**config.mk**
```make
export PLATFORM = sky130hd
export DESIGN_NAME = lcd_bus_wr
export DESIGN_NICKNAME = d
export VERILOG_FILES = /design/src/rtl/lcd_pkg.sv /design/src/rtl/lcd_bus_wr.sv
export SDC_FILE = /design/constraint.sdc
export NUM_CORES = 1
export LEC_CHECK = 0
export CAP_MARGIN = 15
export CORE_UTILIZATION = 59
export DETAILED_ROUTE_END_ITERATION = 8
export PLACE_DENSITY = 0.84
export SLEW_MARGIN = 40
export SYNTH_ARGS = -nofsm -noshare
export SYNTH_HDL_FRONTEND = slang
export SYNTH_SLANG_ARGS = --single-unit
```
**constraint.sdc**
```tcl
create_clock -name mco -period 3.8 [get_ports mco]
set_input_delay 0.38 -clock mco [delete_from_list [all_inputs] [get_ports mco]]
set_output_delay 0.38 -clock mco [all_outputs]
set_load 0.05 [all_outputs]
```
**src/rtl/lcd_pkg.sv**
```systemverilog
`default_nettype none
// ============================================================================
// Module   : lcd_pkg
// Purpose  : Shared state encoding and bus constants for the LCD write path.
// Revision : 1.0
// ============================================================================
package lcd_pkg;

    localparam int   LCD_BUS_W   = 8;
    localparam logic LCD_DC_CMD  = 1'b0;
    localparam logic LCD_DC_DATA = 1'b1;

    typedef enum logic [2:0] {
        RST_LOW  = 3'd0,
        RST_WAIT = 3'd1,
        IDLE     = 3'd2,
        WR_LO    = 3'd3,
        WR_HI    = 3'd4
    } lcd_state_e;

    function automatic int max4(input int a, input int b, input int c, input int d);
        int m;
        m = a;
        if (b > m) m = b;
        if (c > m) m = c;
        if (d > m) m = d;
        return m;
    endfunction

endpackage
`default_nettype wire

```
**src/rtl/lcd_bus_wr.sv**
```systemverilog
`default_nettype none
// ============================================================================
// Module   : lcd_bus_wr
// Purpose  : 8080-style panel write driver: hardware-reset sequence, then one
//            timed lcd_wr strobe per byte accepted over valid/ready.
// Revision : 1.0
// ============================================================================
module lcd_bus_wr
    import lcd_pkg::*;
#(
    parameter int RST_LOW_CYC  = 240,
    parameter int RST_WAIT_CYC = 2880000,
    parameter int WR_LOW_CYC   = 1,
    parameter int WR_HIGH_CYC  = 1
) (
    input  logic                 mco,
    input  logic                 res_n,
    input  logic                 re_init,
    input  logic                 in_valid,
    input  logic                 in_dc,
    input  logic [LCD_BUS_W-1:0] in_data,
    output logic                 in_ready,
    output logic                 init_done,
    output logic                 busy,
    output logic [LCD_BUS_W-1:0] lcd_data,
    output logic                 lcd_wr,
    output logic                 lcd_dc,
    output logic                 lcd_rst
);

    localparam int CNT_W = $clog2(max4(RST_LOW_CYC, RST_WAIT_CYC, WR_LOW_CYC, WR_HIGH_CYC)) + 1;

    localparam logic [CNT_W-1:0] C_RST_LOW_LAST  = CNT_W'(RST_LOW_CYC - 1);
    localparam logic [CNT_W-1:0] C_RST_WAIT_LAST = CNT_W'(RST_WAIT_CYC - 1);
    localparam logic [CNT_W-1:0] C_WR_LOW_LAST   = CNT_W'(WR_LOW_CYC - 1);
    localparam logic [CNT_W-1:0] C_WR_HIGH_LAST  = CNT_W'(WR_HIGH_CYC - 1);

    lcd_state_e           state_q, state_d;
    logic [CNT_W-1:0]     cnt_q, cnt_d;
    logic                 lcd_rst_q, lcd_rst_d;
    logic                 lcd_wr_q, lcd_wr_d;
    logic                 lcd_dc_q, lcd_dc_d;
    logic [LCD_BUS_W-1:0] lcd_data_q, lcd_data_d;
    logic                 in_ready_q, in_ready_d;
    logic                 init_done_q, init_done_d;
    logic                 busy_q, busy_d;

    always_ff @(posedge mco or negedge res_n) begin
        if (!res_n) begin
            state_q     <= RST_LOW;
            cnt_q       <= '0;
            lcd_rst_q   <= 1'b0;
            lcd_wr_q    <= 1'b1;
            lcd_dc_q    <= LCD_DC_CMD;
            lcd_data_q  <= '0;
            in_ready_q  <= 1'b0;
            init_done_q <= 1'b0;
            busy_q      <= 1'b1;
        end else begin
            state_q     <= state_d;
            cnt_q       <= cnt_d;
            lcd_rst_q   <= lcd_rst_d;
            lcd_wr_q    <= lcd_wr_d;
            lcd_dc_q    <= lcd_dc_d;
            lcd_data_q  <= lcd_data_d;
            in_ready_q  <= in_ready_d;
            init_done_q <= init_done_d;
            busy_q      <= busy_d;
        end
    end

    always_comb begin
        state_d     = state_q;
        lcd_rst_d   = lcd_rst_q;
        lcd_wr_d    = lcd_wr_q;
        lcd_dc_d    = lcd_dc_q;
        lcd_data_d  = lcd_data_q;
        in_ready_d  = in_ready_q;
        init_done_d = init_done_q;

        // re_init overrides everything, including a write in flight
        if (re_init) begin
            state_d     = RST_LOW;
            lcd_wr_d    = 1'b1;
            lcd_rst_d   = 1'b0;
            init_done_d = 1'b0;
            in_ready_d  = 1'b0;
        end else begin
            case (state_q)
                RST_LOW: begin
                    if (cnt_q == C_RST_LOW_LAST) begin
                        lcd_rst_d = 1'b1;
                        state_d   = RST_WAIT;
                    end
                end
                RST_WAIT: begin
                    if (cnt_q == C_RST_WAIT_LAST) begin
                        init_done_d = 1'b1;
                        in_ready_d  = 1'b1;
                        state_d     = IDLE;
                    end
                end
                IDLE: begin
                    if (in_valid && in_ready_q) begin
                        lcd_data_d = in_data;
                        lcd_dc_d   = in_dc;
                        lcd_wr_d   = 1'b0;
                        in_ready_d = 1'b0;
                        state_d    = WR_LO;
                    end
                end
                WR_LO: begin
                    if (cnt_q == C_WR_LOW_LAST) begin
                        lcd_wr_d = 1'b1;
                        state_d  = WR_HI;
                    end
                end
                WR_HI: begin
                    if (cnt_q == C_WR_HIGH_LAST) begin
                        in_ready_d = 1'b1;
                        state_d    = IDLE;
                    end
                end
                default: begin
                    state_d = RST_LOW;
                end
            endcase
        end

        // Counter restarts on every state change (and re_init), so it never wraps
        if (re_init || (state_d != state_q) || (state_q == IDLE)) begin
            cnt_d = '0;
        end else begin
            cnt_d = cnt_q + 1'b1;
        end

        busy_d = (state_d != IDLE);
    end

    assign lcd_rst   = lcd_rst_q;
    assign lcd_wr    = lcd_wr_q;
    assign lcd_dc    = lcd_dc_q;
    assign lcd_data  = lcd_data_q;
    assign in_ready  = in_ready_q;
    assign init_done = init_done_q;
    assign busy      = busy_q;

endmodule
`default_nettype wire
```
==> impl_metrics.yaml, run 1 <==
critical_path:
  critical_path.top_delay_family: "simple AND/OR/NAND/NOR gates"
  worst-endpoint-required_ps: 4030
  critical_path.max_stage_delay_ps: 540
  crit_fanout: 23
  worst-endpoint-arrival_ps: 2460
  critPathKind: "flop to flop"
  cp_startpoint_kind: "flop"
  critical_path.cell_chain: "nor4_1 > nand4_2 > nor2_1 > o32a_2 > nor3_1"
  cp_max_stage_cell: "sky130_fd_sc_hd__o32a_2"
  timing.critical_path.to_type: "flop"
  buffering_stage_count_on_the_worst_path_with_inverters_included: 0
yosys:
  synth_nets: 207
  synth_cell_type_count: 47
  number_of_synthesized_register_bits: 40
  ys.warnings.count: 0
  syn_avg_cell_area_um2: 10.8
  number_of_enable_type_register_cells_in_the_synthesized_netlist: 0
  post-synth-top-area-fraction_pct: 45.7
  synth_top_area_cell: "sky130_fd_sc_hd__dfrtp_1"
  synth-main-ff-cell: "sky130_fd_sc_hd__dfrtp_1"
  syn-instance-count: 192
  syn-cell-area_um2: 2080
  synth.area.top_cells: "sky130_fd_sc_hd__dfrtp_1 46%, sky130_fd_sc_hd__xor2_1 5.5%, sky130_fd_sc_hd__mux2_2 4.9%"
  synth-seq-area-share_pct: 48.2
  async_reset_ff_share_pct: 100
outcome:
  run_status: "complete, no violations"
cts:
  clock_insertion_delay_worst_skew_ps: 370
  cts_tree: "yes"
  cts-root-to-sink-buffers: 2
  worst_path_clk_slew_ps: 140
  htreeDepth: 2
  cts_buffers: 5
  ctsRootBufferMaster: "sky130_fd_sc_hd__clkbuf_4"
  cts_sinks: 40
  number_of_resized_instances_in_the_post_cts_repair_step: 0
hold_path:
  hp-class: "input pin to async pin"
pwr:
  p_leak_nw: 1.09
  combinationalPowerShare_pct: 14.3
  pwr_density_cell_nw_per_um2: 351
  vdd.ir_drop.worst_mv: 0.283
  power.internal_mw: 0.630
  power.share.switching_pct: 27.2
  pwr-share-seq_pct: 53.0
  total_switching_power_mw: 0.236
  pwr-share-clk_pct: 32.7
die:
  fp-row-count: 21
  die_x_um: 61.4
  fp.dieH_um: 61.4
  initial_utilization_pct: 61.9
  core_area_um2: 3360
  fp.dieArea_um2: 3770
  ioPinCount: 27
cells_and_area:
  final_net_count: 236
  layout.cells.most_common: "sky130_fd_sc_hd__dfrtp_1"
  top_library_cells_by_usage_in_the_layout_fill_and_taps_aside: "38 x sky130_fd_sc_hd__dfrtp_1, 25 x sky130_fd_sc_hd__clkdlybuf4s50_1, 22 x sky130_fd_sc_hd__nor2_1, 15 x sky130_fd_sc_hd__nand2_1, 13 x sky130_fd_sc_hd__xor2_1"
  layout-drive-gt1-share_pct: 18.0
  area_growth_syn_to_layout_pct: 18.3
  antenna-diode-count: 0
  seqCellArea_um2: 1000
  postLayoutCoreUtil_pct: 73.2
  final.fill_count: 253
  area_of_the_multi_input_gates_um2: 1020
detailed_routing:
  via_per_inst: 5.76
  ant_nets: 0
  post-route-drc-count: 0
  detailedRoute.firstIterationViolations: 157
  drt-total-wl_um: 4180
  number_of_vias_after_detailed_routing: 1545
  drt_first_pass_iters: 4
  wire_per_inst_um: 15.6
global_routing:
  grt.total_usage_pct: 24.2
  maximum_number_of_pins_on_one_net_before_global_route_repair: 26
  first_pass_grt_wire_length_um: 6550
  first_global_vias: 1436
  antenna_violations_before_repair: 0
  overflow_left_after_global_routing: 0
sta:
  slew_violations: 0
  finalWorstPathRequiredPeriod_ps: 2230
  actual_transition_at_the_worst_max_transition_pin_ps: 521
  rsz0062_at_grt: "false"
  post-route-period-util_pct: 58.6
  fmaxAchievable_ghz: 0.449
  finalClockSkew_ps: 22.9
  setup_viol_count_final: 0
  max_slew_margin_pct: 65.2
  finalHoldViolations: 0
  tns_ps: 0
job:
  drv.max_cap_violation_count: 0
placed_design:
  detailed_place_hpwl_um: 3020
  gp_congestion: 1.01
  portBuffers: 26
==> layout make-up <==
cell class / count / area share (%)
clock inverter: 2 / 1.42
timing repair buffer: 28 / 11.9
sequential: 40 / 40.8
tap: 46 / 2.34
inverter: 3 / 0.457
clock buffer: 6 / 1.68
multi-input combinational: 143 / 41.5
==> power by group through the flow <==
stage          Combinational [mW]  Sequential, mW  Clock (mW)
6_report                    0.124           0.458       0.283
5_1_grt                     0.138           0.460       0.303
4_1_cts                     0.124           0.458       0.282
3_5_place_dp                0.123           0.466           0
3_3_place_gp                0.112           0.465           0
2_1_floorplan              0.0903           0.461           0
==> through the flow <==
stage               total power [mW]  hold slack (ps)  cells  worst slack (ps)  instance area, um^2
finish                         0.865              449    268              1570                 2460
global route                   0.902              505    268              1430                 2460
CTS                            0.864              472    268              1580                 2460
detailed placement             0.589              332    259              1590                 2380
global placement               0.577              478    258              1660                 2350
floorplan                      0.552             84.4    192              2000                 2080
==> state kept, by name, indices dropped and copies added, names as in the netlist <==
| signal | flops |
|---|---|
| lcd_dc | 1 |
| state_q | 3 |
| cnt_q | 23 |
| init_done | 1 |
| lcd_data | 8 |
| in_ready | 1 |
| busy | 1 |
| lcd_rst | 1 |
| lcd_wr | 1 |
==> Yosys cell counts, types with 2 or more instances <==
library cell               instances
sky130_fd_sc_hd__xor2_1           13
sky130_fd_sc_hd__o21a_1            2
sky130_fd_sc_hd__nor3_2            3
sky130_fd_sc_hd__a21oi_1           4
sky130_fd_sc_hd__o21ai_0           2
sky130_fd_sc_hd__nand2_1          15
sky130_fd_sc_hd__nor2_1           22
sky130_fd_sc_hd__and2_1            2
sky130_fd_sc_hd__nor4_4            2
sky130_fd_sc_hd__nand4_1           6
sky130_fd_sc_hd__and4_1            3
sky130_fd_sc_hd__nor3_1            9
sky130_fd_sc_hd__inv_1             3
sky130_fd_sc_hd__nor2_2            6
sky130_fd_sc_hd__nor4_1            2
sky130_fd_sc_hd__and3_1            6
sky130_fd_sc_hd__nand3_1           5
sky130_fd_sc_hd__mux2_2            9
sky130_fd_sc_hd__dfstp_2           2
sky130_fd_sc_hd__xnor2_1           8
sky130_fd_sc_hd__clkbuf_1          2
sky130_fd_sc_hd__dfrtp_1          38
sky130_fd_sc_hd__a31oi_1           2
sky130_fd_sc_hd__nand2b_1          2
sky130_fd_sc_hd__ha_1              2
==> cells by family after synthesis <==
family          Yosys count  share of synthesized area (%)
mux                      10                           5.35
buf+inv                   9                           2.76
flops                    40                           48.2
xor+xnor                 21                           8.83
fa+ha+maj                 2                           1.20
compound gates           15                           5.17
simple gates             95                           28.5
==> per-layer routing <==
layer | track usage (%) | share of wire (%)
met2 | 39.1 | 49
met5 | 0 | 0
met1 | 31.7 | 44
met4 | 10.8 | 2.2
met3 | 5.04 | 5.0
==> what timing repair did <==
| action | in CTS | in global routing |
|---|---|---|
| hold buffers | 1 | 0 |
| hold endpoints to repair | 13 | 0 |
| buffers inserted | 0 | 0 |
==> worst paths after layout <==
check,depth (start not counted),end,startpoint,slack [ps]
worst max-delay path,5,cnt_q[3],cnt_q[20],1570
worst min-delay path,2,cnt_q[20],res_n,450
worst max register to register,5,cnt_q[3],cnt_q[20],1570
worst min register to register,1,init_done,init_done,510
max in group asynchronous,3,cnt_q[12],res_n,2880
min in group mco,1,init_done,init_done,510
Power figures use the tool's default switching activity.
==> run 2: changes to the inputs <==
CORE_UTILIZATION = 54   (was 59)
PLACE_DENSITY = 0.78   (was 0.84)
clock period = 2.2 ns   (was 3.8 ns; I/O delays follow)
==> run 2 against run 1 <==
Maximum frequency up 12%; worst hold slack worse by 64 ps; count of clock-buffer cells in the layout grew 1; utilization down 5.5 points; setup slack got worse by 1400 ps; non-clock buffer count is 2 higher; combinational power rose by 85%; critical endpoint unchanged; largest power group unchanged.
==> impl_metrics.yaml, run 2 (synthesis results as in run 1) <==
critical_path:
  crit_fanout: 23
  worst-endpoint-arrival_ps: 2150
  worst-endpoint-required_ps: 2370
  critPathKind: "flop to flop"
  timing.critical_path.to_type: "flop"
  cp_startpoint_kind: "flop"
detailed_routing:
  wire_per_inst_um: 14.5
  drt-total-wl_um: 3950
  post-route-drc-count: 0
  number_of_vias_after_detailed_routing: 1526
  ant_nets: 0
  detailedRoute.firstIterationViolations: 108
  drt_first_pass_iters: 4
  via_per_inst: 5.61
outcome:
  run_status: "complete, no violations"
sta:
  post-route-period-util_pct: 90.3
  fmaxAchievable_ghz: 0.504
  finalHoldViolations: 0
  rsz0062_at_grt: "false"
  finalWorstPathRequiredPeriod_ps: 1990
  actual_transition_at_the_worst_max_transition_pin_ps: 522
  finalClockSkew_ps: 5.74
  finalHoldWorstSlack_ps: 386
  setup_viol_count_final: 0
  max_slew_margin_pct: 65.1
  slew_violations: 0
  tns_ps: 0
pwr:
  power.total_mw: 1.48
  pwr_density_cell_nw_per_um2: 594
  total_switching_power_mw: 0.396
  vdd.ir_drop.worst_mv: 0.651
  power.share.switching_pct: 26.7
  p_leak_nw: 1.10
  pwr-share-seq_pct: 53.3
  combinationalPowerShare_pct: 15.5
  power.internal_mw: 1.09
  pwr-share-clk_pct: 31.2
placed_design:
  portBuffers: 26
  gp_congestion: 0.920
  detailed_place_hpwl_um: 2990
  postPlaceCellArea_um2: 2410
cells_and_area:
  layout.cells.most_common: "sky130_fd_sc_hd__dfrtp_1"
  post_layout_inst_area_um2: 2500
  area_of_the_multi_input_gates_um2: 1020
  postLayoutCoreUtil_pct: 67.7
  area_growth_syn_to_layout_pct: 20.0
  seqCellArea_um2: 1000
  layout-drive-gt1-share_pct: 18.3
  final_net_count: 238
  registers.top_by_ff_count: "cnt_q"
  largest_register_ffs: 23
  final.fill_count: 282
  top_library_cells_by_usage_in_the_layout_fill_and_taps_aside: "38 x sky130_fd_sc_hd__dfrtp_1, 25 x sky130_fd_sc_hd__clkdlybuf4s50_1, 22 x sky130_fd_sc_hd__nor2_1, 15 x sky130_fd_sc_hd__nand2_1, 13 x sky130_fd_sc_hd__xor2_1"
  antenna-diode-count: 0
cts:
  htreeDepth: 2
  cts-root-to-sink-buffers: 2
  clock_insertion_delay_worst_skew_ps: 290
  worst_path_clk_slew_ps: 70
  cts_sinks: 40
  ctsRootBufferMaster: "sky130_fd_sc_hd__clkbuf_8"
  cts_setup_buffers: 0
  cts_tree: "yes"
  cts_buffers: 5
global_routing:
  overflow_left_after_global_routing: 0
  first_pass_grt_wire_length_um: 6910
  grt.total_usage_pct: 22.0
  maximum_number_of_pins_on_one_net_before_global_route_repair: 26
  first_global_vias: 1619
  antenna_violations_before_repair: 0
die:
  fp-row-count: 22
  fp.dieArea_um2: 4110
  fp.dieH_um: 64.1
  core_area_um2: 3690
  die_x_um: 64.1
  ioPinCount: 27
  initial_utilization_pct: 56.4
job:
  drv.max_cap_violation_count: 0
hold_path:
  hp-class: "input pin to async pin"
[run 2: cell count changes in the layout (fill, tap and decap cells not counted), sizes merged]
cell / previous run / this run
buf: 2 / 4
bufinv: 1 / 0
clkbuf: 6 / 7
[run 2: through the flow]
stage,std cells,setup slack (ps)
4_1_cts,272,216
2_1_floorplan,192,401
3_3_place_gp,262,274
3_5_place_dp,263,232
5_1_grt,272,79.2
6_report,272,214
[run 2: metal layers]
metal	share of wire (%)	GRT usage (%)	up-vias
met1	42	26.1	746
li1	-	-	736
met3	3.9	4.64	9
met4	1.6	10.8	0
met5	0	0	-
met2	52	37.6	35
[run 2: area by class of cell]
type / count / share of cell area (%)
Timing Repair Buffer: 30 / 12.8
Multi-Input combinational cell: 143 / 40.9
Clock buffer: 7 / 3.06
Sequential cell: 40 / 40.2
Clock inverter: 1 / 0.200
Inverter: 3 / 0.451
Tap cell: 48 / 2.40
[run 2: power groups by stage]
stage	logic [mW]	registers, mW	clock network, mW
2_1_floorplan	0.156	0.797	0
3_3_place_gp	0.210	0.801	0
3_5_place_dp	0.228	0.804	0
4_1_cts	0.230	0.790	0.470
5_1_grt	0.262	0.794	0.493
6_report	0.229	0.790	0.463
[run 2: path summary, 6_finish.rpt]
path                                start           to  slack [ps]  depth (start not counted)
max in group asynchronous           res_n  lcd_data[2]        1370                          3
min in group mco                init_done    init_done         500                          1
worst max-delay path            cnt_q[19]     cnt_q[3]         210                          6
worst min-delay path                res_n    cnt_q[10]         390                          2
worst min register to register  init_done    init_done         500                          1
worst max register to register  cnt_q[19]     cnt_q[3]         210                          6
[run 2: critical path, stage by stage, from the launching register on]
cell                      delay (ps)
sky130_fd_sc_hd__dfrtp_1         420
sky130_fd_sc_hd__nor4_1          460
sky130_fd_sc_hd__nand4_2         220
sky130_fd_sc_hd__nor2_1          280
sky130_fd_sc_hd__o32a_2          220
sky130_fd_sc_hd__buf_12          170
sky130_fd_sc_hd__nor3_1           80
[run 2: timing repair]
action	4_1_cts	5_1_grt
hold endpoints to repair	13	0
gates resized for setup	0	0
hold buffers	1	0
==> run 3: changes to the inputs <==
ABC_CLOCK_PERIOD_IN_PS = 2250   (was default)
clock period = 2.25 ns   (was 2.2 ns; I/O delays follow)
==> run 3 against run 2 <==
Clock power rose by 9.3%; total power is 1.6% higher; utilization shrank 0.58 points; routed wire length grew 9.3%; setup slack better by 18 ps; cell area decreased by 0.85%; critical path depth increased by 1; sequential power shrank 2%; clock skew rose by 1.2 ps; die area unchanged; first-iteration DRC count increased by 3.7%; register-to-register slack improved by 20 ps; critical path type unchanged; critical endpoint unchanged; largest cell class unchanged; largest power group unchanged.
==> impl_metrics.yaml, run 3 (synthesis results as in run 1) <==
sta:
  finalHoldViolations: 0
  setup_viol_count_final: 0
  max_slew_margin_pct: 65.7
  slew_violations: 0
  finalWorstPathRequiredPeriod_ps: 2020
  fmaxAchievable_ghz: 0.496
  final.setup.worst_slack_ps: 233
  actual_transition_at_the_worst_max_transition_pin_ps: 514
  rsz0062_at_grt: "false"
  tns_ps: 0
  post-route-period-util_pct: 89.7
  finalClockSkew_ps: 6.91
  finalHoldWorstSlack_ps: 424
global_routing:
  grt_util_met1_pct: 31.3
  grt.total_usage_pct: 24.6
  first_pass_grt_wire_length_um: 7550
  grt.busiest_layer: "met2"
  maximum_number_of_pins_on_one_net_before_global_route_repair: 41
  overflow_left_after_global_routing: 0
  antenna_violations_before_repair: 0
  use_met2_pct: 40.0
  first_global_vias: 1571
  met3_routing_resource_usage_after_global_routing_pct: 4.82
critical_path:
  critical_path.cell_chain: "ha_1 > and4_4 > nand4_4 > nor4_4 > o32a_2 > buf_12 > nor3_1"
  cp_startpoint_kind: "flop"
  worst-endpoint-required_ps: 2430
  critPathKind: "flop to flop"
  critical_path.max_stage_delay_ps: 400
  timing.critical_path.to_type: "flop"
  worstReg2RegEnd: "cnt_q[3]"
  crit_fanout: 23
  cp_max_stage_cell: "sky130_fd_sc_hd__dfrtp_1"
  worstReg2RegStart: "cnt_q[0]"
  number_of_cells_on_the_worst_reg_to_reg_path: 7
  worst-endpoint-arrival_ps: 2200
  setup.reg_to_reg.worst_slack_ps: 230
cts:
  cts_sinks: 40
  holdBufCountCts: 0
  worst_path_clk_slew_ps: 80
  cts_buffers: 5
  number_of_resized_instances_in_the_post_cts_repair_step: 0
  clock_insertion_delay_worst_skew_ps: 300
  htreeDepth: 2
  ctsRootBufferMaster: "sky130_fd_sc_hd__clkbuf_8"
  cts_tree: "yes"
  cts_setup_buffers: 0
  cts-root-to-sink-buffers: 2
detailed_routing:
  drt_first_pass_iters: 4
  number_of_vias_after_detailed_routing: 1557
  wire_per_inst_um: 16.0
  via_per_inst: 5.77
  detailedRoute.firstIterationViolations: 112
  drt-total-wl_um: 4320
  post-route-drc-count: 0
  ant_nets: 0
cells_and_area:
  largest_register_ffs: 23
  area_growth_syn_to_layout_pct: 18.9
  top_library_cells_by_usage_in_the_layout_fill_and_taps_aside: "38 x sky130_fd_sc_hd__dfrtp_1, 25 x sky130_fd_sc_hd__clkdlybuf4s50_1, 22 x sky130_fd_sc_hd__nor2_1, 15 x sky130_fd_sc_hd__nand2_1, 13 x sky130_fd_sc_hd__xor2_1"
  layout.cells.most_common: "sky130_fd_sc_hd__dfrtp_1"
  registers.top_by_ff_count: "cnt_q"
  antenna-diode-count: 0
  layout-drive-gt1-share_pct: 18.5
  final_net_count: 236
  postLayoutCoreUtil_pct: 67.1
outcome:
  run_status: "complete, no violations"
die:
  fp.dieArea_um2: 4110
  initial_utilization_pct: 56.4
  die_x_um: 64.1
  fp.dieH_um: 64.1
  core_area_um2: 3690
  fp-row-count: 22
  ioPinCount: 27
placed_design:
  detailed_place_hpwl_um: 3090
  portBuffers: 26
  gp_congestion: 0.958
  place_worst_setup_slack_ps: 260
pwr:
  p_leak_nw: 1.09
  pwr_density_cell_nw_per_um2: 608
  vdd.ir_drop.worst_mv: 0.395
hold_path:
  hp-class: "input pin to async pin"
job:
  drv.max_cap_violation_count: 0
## run 3: power breakdown
group          switching [mW]  internal, mW  total [mW]
clock                   0.261         0.245       0.506
sequential             0.0292         0.744       0.773
combinational           0.131        0.0966       0.227
## run 3: worst max-delay path by stage
stage	from	end	slack [ps]	depth (start not counted)
finish	cnt_q[0]	cnt_q[3]	230	7
global route	cnt_q[0]	cnt_q[4]	80	7
CTS	cnt_q[0]	cnt_q[3]	250	7
detailed placement	cnt_q[0]	cnt_q[3]	260	7
global placement	cnt_q[0]	cnt_q[3]	360	7
floorplan	cnt_q[0]	cnt_q[1]	450	7
## run 3: layout make-up
class / instances / area (um^2)
fillers: 300 / 1210
multi-input cells: 143 / 1020
flip-flops and latches: 40 / 1000
repair buffers: 28 / 288
clock buffers: 6 / 82.6
well taps: 48 / 60.1
inverters: 3 / 11.3
clock inverters: 2 / 10.0
## run 3: routing by layer
metal	vias to the layer above	share of wire [%]	routed length (um)
met5	-	0	0
met2	39	50	2140
met1	775	44	1900
met3	9	3.9	170
li1	734	-	-
met4	0	2.5	107
## run 3: stage by stage
step           instance area [um^2]  cells  total power, mW
2_1_floorplan                  2080    192            0.932
3_3_place_gp                   2370    261            0.992
6_report                       2480    270             1.51
4_1_cts                        2460    269             1.50
5_1_grt                        2480    270             1.57
3_5_place_dp                   2370    261             1.01
## run 3: critical path, delay by kind of cell, from the launching register on
family | cells | cell delay, ps
buffers and inverters | 1 | 180
AND/OR/NAND/NOR | 4 | 830
adder cells (fa/ha/maj) | 1 | 240
flip-flops | 1 | 400
AO/OA/AOI/OAI | 1 | 240
